File: src/rtl/somador_serial_ctrl_pkg.sv
// -----------------------------------------------------------------------------
// somador_serial_ctrl_pkg
// Shared definitions for the bit-serial adder sequencer:
//   state_e        : FSM encoding (IDLE=0, RUN=1, DONE=2) on SOMADOR_ST_W bits
//   cnt_width()    : bit-counter width, max(1, $clog2(width))
// -----------------------------------------------------------------------------
package somador_serial_ctrl_pkg;

   localparam int SOMADOR_ST_W = 2;

   typedef enum logic [SOMADOR_ST_W-1:0] {
      ST_IDLE = 2'd0,
      ST_RUN  = 2'd1,
      ST_DONE = 2'd2
   } state_e;

   // A single-bit operand still needs a 1-bit counter so the RUN->DONE
   // compare has something to look at.
   function automatic int cnt_width(input int width);
      int w;
      w = $clog2(width);
      return (w < 1) ? 1 : w;
   endfunction

endpackage

File: src/rtl/somador_serial_ctrl_somador.sv
// -----------------------------------------------------------------------------
// somador
// Purely combinational 1-bit full adder.
//   i0, i1 : operand bits
//   ci     : carry in
//   s      : sum bit
//   co     : carry out
// -----------------------------------------------------------------------------
module somador (
   input  logic i0,
   input  logic i1,
   input  logic ci,
   output logic s,
   output logic co
);

   assign s  = i0 ^ i1 ^ ci;
   assign co = (i0 & i1) | (i0 & ci) | (i1 & ci);

endmodule

File: src/rtl/somador_serial_ctrl.sv
// -----------------------------------------------------------------------------
// somador_serial_ctrl
// Bit-serial adder sequencer: adds two WIDTH-bit operands plus carry-in by
// pushing one bit pair per clock (LSB first) through a single full adder,
// recirculating the carry in a flop and assembling the sum in a shift register.
// One add takes WIDTH+2 cycles (accept, WIDTH RUN cycles, DONE).
//   clk    : clock, rising edge
//   rst    : synchronous active-high reset, aborts any operation
//   start  : request, accepted only while ready=1
//   a, b   : operands, sampled on the accepting edge
//   cin    : carry-in, sampled on the accepting edge
//   ready  : 1 in IDLE
//   busy   : 1 in RUN
//   done   : one-cycle pulse in DONE, sum/cout valid from this cycle
//   sum    : (a+b+cin) mod 2^WIDTH, registered
//   cout   : carry out of the MSB, registered
// -----------------------------------------------------------------------------
module somador_serial_ctrl
   import somador_serial_ctrl_pkg::*;
#(
   parameter int WIDTH = 8
) (
   input  logic             clk,
   input  logic             rst,
   input  logic             start,
   input  logic [WIDTH-1:0] a,
   input  logic [WIDTH-1:0] b,
   input  logic             cin,
   output logic             ready,
   output logic             busy,
   output logic             done,
   output logic [WIDTH-1:0] sum,
   output logic             cout
);

   localparam int               CNT_W    = cnt_width(WIDTH);
   localparam logic [CNT_W-1:0] CNT_LAST = CNT_W'(WIDTH - 1);

   state_e           state_q, state_d;
   logic [WIDTH-1:0] sha_q, sha_d;
   logic [WIDTH-1:0] shb_q, shb_d;
   logic [WIDTH-1:0] acc_q, acc_d;
   logic [WIDTH-1:0] sum_q, sum_d;
   logic [CNT_W-1:0] cnt_q, cnt_d;
   logic             carry_q, carry_d;
   logic             cout_q, cout_d;
   logic             ready_q, ready_d;
   logic             busy_q, busy_d;
   logic             done_q, done_d;

   logic             fa_s;
   logic             fa_co;
   logic [WIDTH-1:0] acc_shift;

   somador u_somador (
      .i0 (sha_q[0]),
      .i1 (shb_q[0]),
      .ci (carry_q),
      .s  (fa_s),
      .co (fa_co)
   );

   // New sum bit enters at the MSB so that after WIDTH shifts the LSB
   // computed first has reached bit 0. Written as shift-then-overwrite so
   // it also holds for WIDTH=1.
   always_comb begin
      acc_shift            = acc_q >> 1;
      acc_shift[WIDTH-1]   = fa_s;
   end

   always_comb begin
      state_d = state_q;
      sha_d   = sha_q;
      shb_d   = shb_q;
      acc_d   = acc_q;
      sum_d   = sum_q;
      cnt_d   = cnt_q;
      carry_d = carry_q;
      cout_d  = cout_q;

      unique case (state_q)
         ST_IDLE: begin
            if (start) begin
               state_d = ST_RUN;
               sha_d   = a;
               shb_d   = b;
               carry_d = cin;
               cnt_d   = '0;
            end
         end
         ST_RUN: begin
            sha_d   = sha_q >> 1;
            shb_d   = shb_q >> 1;
            carry_d = fa_co;
            acc_d   = acc_shift;
            cnt_d   = cnt_q + CNT_W'(1);
            if (cnt_q == CNT_LAST) begin
               // Publish only the finished result; sum never shows partials.
               state_d = ST_DONE;
               sum_d   = acc_shift;
               cout_d  = fa_co;
            end
         end
         ST_DONE: begin
            state_d = ST_IDLE;
         end
         default: begin
            state_d = ST_IDLE;
         end
      endcase

      // Status flags are registered copies of the next-state decode, so they
      // line up with state_q and stay mutually exclusive.
      ready_d = (state_d == ST_IDLE);
      busy_d  = (state_d == ST_RUN);
      done_d  = (state_d == ST_DONE);
   end

   always_ff @(posedge clk) begin
      if (rst) begin
         state_q <= ST_IDLE;
         sha_q   <= '0;
         shb_q   <= '0;
         acc_q   <= '0;
         sum_q   <= '0;
         cnt_q   <= '0;
         carry_q <= 1'b0;
         cout_q  <= 1'b0;
         ready_q <= 1'b1;
         busy_q  <= 1'b0;
         done_q  <= 1'b0;
      end else begin
         state_q <= state_d;
         sha_q   <= sha_d;
         shb_q   <= shb_d;
         acc_q   <= acc_d;
         sum_q   <= sum_d;
         cnt_q   <= cnt_d;
         carry_q <= carry_d;
         cout_q  <= cout_d;
         ready_q <= ready_d;
         busy_q  <= busy_d;
         done_q  <= done_d;
      end
   end

   assign ready = ready_q;
   assign busy  = busy_q;
   assign done  = done_q;
   assign sum   = sum_q;
   assign cout  = cout_q;

endmodule

File: config.mk
export PLATFORM = sky130hd
export DESIGN_NAME = somador_serial_ctrl
export DESIGN_NICKNAME = d
export VERILOG_FILES = /design/src/rtl/somador_serial_ctrl_pkg.sv /design/src/rtl/somador_serial_ctrl_somador.sv /design/src/rtl/somador_serial_ctrl.sv
export SDC_FILE = /design/constraint.sdc
export NUM_CORES = 1
export LEC_CHECK = 0
export BUFFER_PORTS_ARGS = -buffer_cell sky130_fd_sc_hd__buf_4
export CAP_MARGIN = 20
export CORE_MARGIN = 3
export CORE_UTILIZATION = 58
export CTS_CLUSTER_DIAMETER = 150
export CTS_CLUSTER_SIZE = 16
export DETAILED_ROUTE_END_ITERATION = 7
export GPL_ROUTABILITY_DRIVEN = 0
export PLACE_DENSITY = 0.83
export SLEW_MARGIN = 15
export SYNTH_ARGS = -nofsm -noshare
export SYNTH_HDL_FRONTEND = slang
export SYNTH_SLANG_ARGS = --single-unit
File: constraint.sdc
create_clock -name clk -period 3.4 [get_ports clk]
set_clock_uncertainty 0.2 [all_clocks]
set_input_delay 0.51 -clock clk [delete_from_list [all_inputs] [get_ports clk]]
set_output_delay 0.51 -clock clk [all_outputs]
set_load 0.03 [all_outputs]
==> impl_metrics.tcl <==
set metrics [dict create \
    powerDensity_nw_per_um2 460.3 \
    cp_cell_sequence "nor2b_1, nand2_1, a21oi_1" \
    coreArea_um2 2635 \
    grt_use_total 0.2052 \
    rsz0062_at_grt "false" \
    synth.top_cell.area_share 0.4845 \
    maxCapViolations 0 \
    grt_pass1_wl_mm 5.437 \
    maxSlewViolCount 0 \
    r2r-end "acc_q[1]" \
    timing.final.crit_share 0.6083 \
    die_area_um2 3605 \
    vdd_ir_drop_max_v 0.0004228 \
    yosysWarnings 0 \
    route.detailed.drc 0 \
    cts_resized 0 \
    syn_area_per_cell_um2 9.850 \
    portBuffers 31 \
    drt-initial-drc-count 42 \
    cts_max_level 2 \
    critical_path_class "flip-flop to flip-flop" \
    worstPathMaxFanout 17 \
    ys_ff_latch 41 \
    grt_max_degree 40 \
    relSlewSlack 0.4634 \
    vias 1314 \
    hold_depth 3 \
    max_stage_delay_ns 0.86 \
    yosysSeqAreaShare 0.4845 \
    syn_area_um2 1694 \
    fillerInstances 201 \
    routed_wl_mm 3.248 \
    numCtsBuffers 5 \
    min_to "shb_q[7]" \
    critPathBufInv 0 \
    syn_inst 172 \
    fin_ws_ns 1.332 \
    crit_required_ns 3.48 \
    critPathLaunchType "flip-flop" \
    status "finished, final reports clean" \
    tritoncts "yes" \
    period_needed_ns 2.068 \
    wl_per_cell_um 14.18 \
    grt_antenna_before_repair 0 \
    cp_slowest_cell "dfxtp_1" \
    synth-edff-count 0 \
    synthTopCellsByArea "dfxtp_1 48%, a211oi_2 11%, mux2i_1 9.5%" \
    ys_types 21 \
    cts_sinks 41 \
    preCtsSetupSlack_ns 1.404 \
    cp-end-kind "flip-flop" \
    grt_pass1_vias 1334 \
    fin_setup_tns_ns 0 \
    rr_startpoint "state_q[0]" \
    hold_start "b[7]" \
    dr.pass1.iters 4 \
    final_hold_viol_count 0 \
    ctsRootBufferMaster "clkbuf_4" \
    yosysTopAreaCell "dfxtp_1" \
    power.static_leakage_uw 0.0007951 \
    r2r_cells 3 \
    clk_latency_ns 0.35 \
    die_w_um 60.05 \
    postRouteAntennaNets 0 \
    diodes 0 \
    start_util 0.6429 \
    globalRouteOverflowTotal 0 \
    clk_path_buf_depth 2 \
    cts.clk_slew.worst_paths_ns 0.11 \
    cts_setup_buffers 0 \
    via_per_inst 5.738 \
    crit_family "flip-flops" \
    finalSetupViolCount 0 \
    num_rows 18 \
    cp.arrival_ns 2.15 \
    nNetsFinal 221 \
    yosys-top-cells-count "41 x dfxtp_1, 32 x nand2_1, 22 x nor2_1, 18 x a21oi_1, 16 x mux2i_1" \
    io_pins 32 \
    die_h_um 60.05 \
    yosysMostFrequentCell "dfxtp_1" \
    drive_gt1_frac 0.2915 \
    dp_hpwl_mm 2.251 \
    ys_async_sr_fraction 0 \
    synth_nets 195 \
    ys.flop_type "dfxtp_1" \
    area_delta_synth_final_pct 15.58 \
    worst_pin_slew_ns 0.8039 \
    ff2ff_setup_slack_ns 1.33 \
    fmax_mhz 483.5 \
    cts_hold_buf 0 \
    hold_path.class "input port to flip-flop" \
]
==> worst min-delay path: cells and delay by family <==
kind | cells | cell delay, ns
AND/OR/NAND/NOR | 1 | 0.07
buffers and inverters | 1 | 0.08
AO/OA/AOI/OAI | 1 | 0.06
==> kinds of logic (layout without fill, tap and decap cells) <==
group                    count (synthesis)  after routing  share of synthesized area
multiplexers                            16             16                    0.09453
adder cells (fa/ha/maj)                  3              3                    0.02659
AO/OA/AOI/OAI                           39             39                     0.1979
AND/OR/NAND/NOR                         60             60                     0.1470
buffers and inverters                   13             40                    0.04948
flip-flops                              41             41                     0.4845
==> state kept, by name, indices dropped and copies added, names as in the netlist, 2 cells and up <==
signal / count
state_q: 2
cnt_q: 3
sum: 8
acc_q: 7
shb_q: 8
sha_q: 8
==> how the worst max path moves through the flow <==
stage | start | end | slack, ns | cells past startpoint
2_1_floorplan | cnt_q[0] | sum[0] | 1.92 | 6
3_3_place_gp | state_q[0] | acc_q[7] | 1.52 | 3
3_5_place_dp | state_q[0] | cnt_q[0] | 1.40 | 3
4_1_cts | state_q[0] | acc_q[1] | 1.35 | 3
5_1_grt | state_q[0] | acc_q[1] | 1.18 | 3
6_report | state_q[0] | acc_q[1] | 1.33 | 3
==> metal layers <==
layer | track usage | part of all wire
met1 | 0.2264 | 0.42
met2 | 0.3457 | 0.50
met3 | 0.07775 | 0.065
met4 | 0.09494 | 0.021
met5 | 0 | 0
==> cell type report <==
| cell class | instances | area, um^2 | area share |
|---|---|---|---|
| Multi-Input combinational cell | 118 | 789.5 | 0.4032 |
| Clock buffer | 7 | 65.06 | 0.03323 |
| Tap cell | 30 | 37.54 | 0.01917 |
| Timing Repair Buffer | 32 | 240.2 | 0.1227 |
| Clock inverter | 1 | 5.005 | 0.002556 |
| Sequential cell | 41 | 820.8 | 0.4192 |
==> per-stage QoR <==
| stage | power (uW) | cell area (um^2) | hold WS (ns) | std cells | utilization |
|---|---|---|---|---|---|
| final | 901.4 | 1958 | 0.1958 | 229 | 0.7431 |
| after global routing | 939.9 | 1958 | 0.2095 | 229 | 0.7431 |
| after CTS | 909.2 | 1958 | 0.1892 | 229 | 0.7431 |
| after detailed placement | 640.8 | 1888 | 0.2500 | 221 | 0.7165 |
| after global placement | 633.9 | 1888 | 0.2436 | 221 | 0.7165 |
| after floorplan | 610.8 | 1694 | 0.2321 | 172 | - |
==> cell usage in the layout, fill, tap and decap left out <==
cell      netlist  layout
a211oi_2       15      15
a21oi_1        18      18
a22oi_1         4       4
and3b_1         1       1
buf_4           4      32
clkbuf_4        0       5
clkbuf_8        0       2
clkinv_2        0       1
dfxtp_1        41      41
fa_1            1       1
ha_1            2       2
mux2i_1        16      16
nand2_1        32      32
nand2b_1        2       2
nand3b_2        1       1
nor2_1         22      22
nor2b_1         1       1
nor3b_1         1       1
o21ba_4         1       1
o21bai_2        1       1
==> where the power goes <==
| group | internal, uW | switching (uW) |
|---|---|---|
| registers | 503 | 18.0 |
| clock network | 120 | 153 |
| logic | 52.0 | 56.1 |
No activity file was read; power rests on OpenSTA's default activity.
